$ cat src/rtl/pipeline_controller.sv
// -----------------------------------------------------------------------------
// pipeline_controller
//   Stall/flush sequencer for a classic 5-stage pipeline. Resolves memory
//   stalls, taken-branch flushes and data-hazard bubbles, one action per cycle
//   (memory > branch > hazard). Control outputs are combinational from the
//   current state, the registered counters and the current inputs.
//
// Parameters
//   BRANCH_PENALTY : cycles flush is asserted per taken branch (1..7)
//   MEM_TIMEOUT    : maximum MEM_WAIT cycles before the access is aborted (1..255)
//
// Ports
//   clk             : clock, all state changes on the rising edge
//   rst             : synchronous active-low reset
//   hazard_detected : data hazard on the ID-stage instruction
//   branch_taken    : taken branch resolved in EXE
//   mem_access      : MEM-stage instruction is a load or store
//   mem_ready       : memory completes the current access this cycle
//   clr_count       : synchronous clear of stall_count
//   mem_start       : single-cycle access request to memory
//   freeze_front    : hold PC and IF/ID
//   freeze_back     : hold ID/EXE, EXE/MEM and MEM/WB
//   bubble          : zero the control fields written into ID/EXE
//   flush           : clear IF/ID and ID/EXE
//   mem_timeout     : sticky memory-timeout error
//   stall_count     : saturating count of cycles with freeze_front high
//   state           : current state encoding (RUN/MEM_WAIT/FLUSH)
// -----------------------------------------------------------------------------
module pipeline_controller #(
  parameter int BRANCH_PENALTY = 2,
  parameter int MEM_TIMEOUT    = 255
) (
  input  logic        clk,
  input  logic        rst,
  input  logic        hazard_detected,
  input  logic        branch_taken,
  input  logic        mem_access,
  input  logic        mem_ready,
  input  logic        clr_count,
  output logic        mem_start,
  output logic        freeze_front,
  output logic        freeze_back,
  output logic        bubble,
  output logic        flush,
  output logic        mem_timeout,
  output logic [15:0] stall_count,
  output logic [1:0]  state
);

  typedef enum logic [1:0] {
    ST_RUN      = 2'b00,
    ST_MEM_WAIT = 2'b01,
    ST_FLUSH    = 2'b10,
    ST_ILLEGAL  = 2'b11
  } state_e;

  localparam logic [7:0] TIMEOUT_VAL = 8'(MEM_TIMEOUT);
  localparam logic [2:0] PENALTY_M1  = 3'(BRANCH_PENALTY - 1);

  state_e      r_state;
  logic [7:0]  r_wait_cnt;
  logic [2:0]  r_flush_cnt;
  logic [15:0] r_stall_count;
  logic        r_mem_timeout;

  state_e      w_state_nxt;
  logic [7:0]  w_wait_nxt;
  logic [2:0]  w_flush_nxt;
  logic        w_timeout_set;
  logic        w_wait_expired;

  assign w_wait_expired = (r_wait_cnt == TIMEOUT_VAL);

  // ---------------------------------------------------------------------------
  // State and counter registers
  // ---------------------------------------------------------------------------
  // NOTE: sequential state uses non-blocking assignments so every register
  // samples the pre-edge values of the others, independent of statement order.
  always_ff @(posedge clk) begin
    if (!rst) begin
      r_state       <= ST_RUN;
      r_wait_cnt    <= '0;
      r_flush_cnt   <= '0;
      r_stall_count <= '0;
      r_mem_timeout <= 1'b0;
    end else begin
      r_state       <= w_state_nxt;
      r_wait_cnt    <= w_wait_nxt;
      r_flush_cnt   <= w_flush_nxt;
      r_mem_timeout <= r_mem_timeout | w_timeout_set;
      // Clear has priority over the increment in the same cycle.
      if (clr_count)
        r_stall_count <= '0;
      else if (freeze_front && (r_stall_count != 16'hFFFF))
        r_stall_count <= r_stall_count + 16'd1;
    end
  end

  // ---------------------------------------------------------------------------
  // Next-state and counter update
  // ---------------------------------------------------------------------------
  // NOTE: every variable assigned here gets a default first, so no path can
  // leave one unassigned and infer a latch.
  always_comb begin
    w_state_nxt   = r_state;
    w_wait_nxt    = r_wait_cnt;
    w_flush_nxt   = r_flush_cnt;
    w_timeout_set = 1'b0;
    unique case (r_state)
      ST_RUN: begin
        if (mem_access) begin
          // A same-cycle mem_ready completes the access without stalling.
          if (!mem_ready) begin
            w_state_nxt = ST_MEM_WAIT;
            w_wait_nxt  = 8'd1;
          end
        end else if (branch_taken) begin
          // The RUN cycle itself is the first flush cycle.
          if (BRANCH_PENALTY > 1) begin
            w_state_nxt = ST_FLUSH;
            w_flush_nxt = PENALTY_M1;
          end
        end
      end
      ST_MEM_WAIT: begin
        if (mem_ready) begin
          w_state_nxt = ST_RUN;
          w_wait_nxt  = '0;
        end else if (w_wait_expired) begin
          w_state_nxt   = ST_RUN;
          w_wait_nxt    = '0;
          w_timeout_set = 1'b1;
        end else begin
          w_wait_nxt = r_wait_cnt + 8'd1;
        end
      end
      ST_FLUSH: begin
        // Branches and hazards are ignored here; the flushed stages hold
        // nothing worth acting on.
        if (r_flush_cnt <= 3'd1) begin
          w_state_nxt = ST_RUN;
          w_flush_nxt = '0;
        end else begin
          w_flush_nxt = r_flush_cnt - 3'd1;
        end
      end
      default: begin
        w_state_nxt = ST_RUN;
        w_wait_nxt  = '0;
        w_flush_nxt = '0;
      end
    endcase
  end

  // ---------------------------------------------------------------------------
  // Control outputs (zero latency, forced low while reset is asserted)
  // ---------------------------------------------------------------------------
  always_comb begin
    mem_start    = 1'b0;
    freeze_front = 1'b0;
    freeze_back  = 1'b0;
    bubble       = 1'b0;
    flush        = 1'b0;
    if (rst) begin
      unique case (r_state)
        ST_RUN: begin
          if (mem_access) begin
            mem_start    = 1'b1;
            freeze_front = !mem_ready;
            freeze_back  = !mem_ready;
          end else if (branch_taken) begin
            flush = 1'b1;
          end else if (hazard_detected) begin
            freeze_front = 1'b1;
            bubble       = 1'b1;
          end
        end
        ST_MEM_WAIT: begin
          // On timeout the pipeline is released in the same cycle.
          freeze_front = !mem_ready && !w_wait_expired;
          freeze_back  = !mem_ready && !w_wait_expired;
        end
        ST_FLUSH: begin
          flush = 1'b1;
        end
        default: begin
        end
      endcase
    end
  end

  assign mem_timeout = r_mem_timeout;
  assign stall_count = r_stall_count;
  assign state       = r_state;

endmodule
$ cat config.mk
export PLATFORM = sky130hd
export DESIGN_NAME = pipeline_controller
export DESIGN_NICKNAME = d
export VERILOG_FILES = /design/src/rtl/pipeline_controller.sv
export SDC_FILE = /design/constraint.sdc
export NUM_CORES = 1
export LEC_CHECK = 0
export BUFFER_PORTS_ARGS = -buffer_cell sky130_fd_sc_hd__buf_2
export CORE_ASPECT_RATIO = 1.4
export CORE_UTILIZATION = 44
export DETAILED_ROUTE_END_ITERATION = 10
export PLACE_DENSITY_LB_ADDON = 0.3
export SYNTH_ARGS = -nofsm -noshare
export SYNTH_HDL_FRONTEND = slang
export SYNTH_SLANG_ARGS = --single-unit
export TNS_END_PERCENT = 100
$ cat constraint.sdc
create_clock -name clk -period 2.05 [get_ports clk]
set_input_delay 0.41 -clock clk [delete_from_list [all_inputs] [get_ports clk]]
set_output_delay 0.41 -clock clk [all_outputs]
set_load 0.01 [all_outputs]
==> results.toml <==
[pwr]
powerDensity_mw_per_mm2 = 573
vdd_drop_max_mv = 0.487
p_leak_nw = 0.844

[cts]
clockBufferDepth = 2
clk_pin_slew_ps = 60
cts_sinks = 30
clk_latency_ps = 280
cts_buffers = 5
cts_hold_buf = 0
cts_tree = "yes"
clockRootBuffer = "clkbuf_8"
cts_max_level = 2

[yosys]
async_reset_ff_frac = 0
syn_inst = 193
yosysSeqAreaShare = 0.374
synth_edf_count = 0
ys.flop_type = "dfxtp_1"
yosys.area.top_type_share = 0.374
synth_top_area_cell = "dfxtp_1"
yosysWarnings = 0
synth.distinct_cells = 49
avgSynthCellArea_um2 = 8.31
synth_area_mm2 = 0.00160
synth.net_count = 204
ys_top_cells_by_area = "dfxtp_1 37%, a21oi_1 5.3%, o31ai_1 3.7%"
synth_seq_cells = 30

[run_status]
status = "complete, no violations"

[floorplanning]
coreArea_mm2 = 0.00344
io_pins = 31
fp.dieW_um = 53.0
fp.dieH_um = 73.4
num_rows = 25
start_util = 0.466
die_area_mm2 = 0.00389

[sta]
hold_slack_ps = 465
postLayoutSetupSlackWorst_ps = 66.7
fin_skew_ps = 2.91
finalSetupViolCount = 0
hold_viol = 0
period_needed_ps = 1980
tightest_slew_ps = 431
fmax_ghz = 0.504
post-route-period-util = 0.967
rsz0062_at_grt = "no"
final_max_slew_viol_count = 0
slew_headroom = 0.710

[grt]
grt.total_usage = 0.204
grt_pass1_wl_um = 5870
grt_pass1_vias = 1383
grt_max_degree = 16
antenna_found_initial = 0
grt-ovfl-total = 0

[finish]
nFillCells = 338
layoutNonFillerInstCount = 288
syn_to_final_growth_pct = 27.6
insertedDiodeCount = 0
final_cell_mix = "30 x buf_2, 30 x dfxtp_1, 25 x buf_4"
fin_nets = 259
fin_area_mm2 = 0.00205
drive_gt1_frac = 0.266
fin_util = 0.595

[place]
io_buffers = 30
gp_congestion = 0.813
pre_cts_slack_ps = -189
dp.cells = 280
place_area_mm2 = 0.00195
hpwl_um = 2740

[worst_setup_path]
start_kind = "input pin"
arrival_ps = 2180
required_ps = 2250
end_kind = "register"
crit_type = "input pin to register"
crit_fanout = 15

[route]
vias = 1656
avgViaCountPerCell = 5.75
drt-pass1-iter-count = 4
drc = 0
drtIter0Drc = 41
wl_per_cell_um = 12.7
drt_wl_total_um = 3660
antenna_left = 0

[worst_hold_path]
hold_class = "register to register"

[flow_run]
drv_cap = 0
## Yosys cell counts (all sizes together), types with 3 or more instances
cell and count:
clkbuf 4, nor3b 3, inv 5, or4 8, nor2 15, a21oi 17, nand3 8, and3 5
ha 4, buf 3, nand4 8, o41ai 3, o31ai 8, or3 4, dfxtp 30, a31oi 3
a41o 3, nand2b 5, nand2 14, o21ai 9, xor2 3
## final cells by class
class                           count  area, um2  area share
Sequential cell                    30        601       0.293
Clock buffer                        7       76.3      0.0373
Multi-Input combinational cell    150        960       0.469
Inverter                            6       22.5      0.0110
Timing Repair Buffer               55        338       0.165
Tap cell                           40       50.0      0.0244
## registers in the layout (all words and copies together), names as in the netlist
register     count
stall_count     16
r_wait_cnt       8
state            2
r_flush_cnt      3
mem_timeout      1
## metrics by stage
stage / power [mW] / TNS, ps
after floorplan: 0.691 / 0
after global placement: 0.739 / -1510
after detailed placement: 0.741 / -1840
after CTS: 1.19 / 0
after global routing: 1.23 / 0
final: 1.17 / 0
## timing repair
| action | 4_1_cts | 5_1_grt |
|---|---|---|
| pin swaps | 1 | 0 |
| buffers inserted | 1 | 0 |
| resized for setup | 2 | 3 |
| endpoints found under the setup margin | 1 | 3 |
## power by group
part	leakage, nW	total [mW]	switching, mW	internal (mW)
registers	0.242	0.597	0.00598	0.591
logic	0.563	0.137	0.0754	0.0615
clock network	0.0383	0.440	0.207	0.233
## worst paths after layout
path / from / slack [ps] / cells past startpoint / endpoint
worst max-delay path: mem_access / 70 / 7 / stall_count[15]
worst max register to register: r_wait_cnt[0] / 120 / 7 / stall_count[15]
worst min-delay path: mem_timeout / 460 / 1 / mem_timeout
worst min register to register: mem_timeout / 460 / 1 / mem_timeout
## cells by family after synthesis
family / count (synthesis) / share of synthesized area
and+or+nand+nor: 84 / 0.293
AOI/OAI and AO/OA: 57 / 0.237
adders and majority gates: 4 / 0.0312
buffers and inverters: 13 / 0.0374
DFF: 30 / 0.374
xor gates and xnor gates: 5 / 0.0273
## per-layer routing
layer | track usage | vias to the layer above | routed length [um]
met3 | 0.0559 | 6 | 149
met1 | 0.225 | 776 | 1620
met4 | 0.0877 | 0 | 63
met5 | 0 | - | 0
met2 | 0.357 | 36 | 1830
li1 | - | 838 | -
## worst max-delay path, stage by stage
cell and delay, ps:
buf_2 100, or3b_1 390, a21o_1 220, a21o_4 200, buf_4 170, or4_1 510, a21oi_1 180
Power figures use the tool's default switching activity.
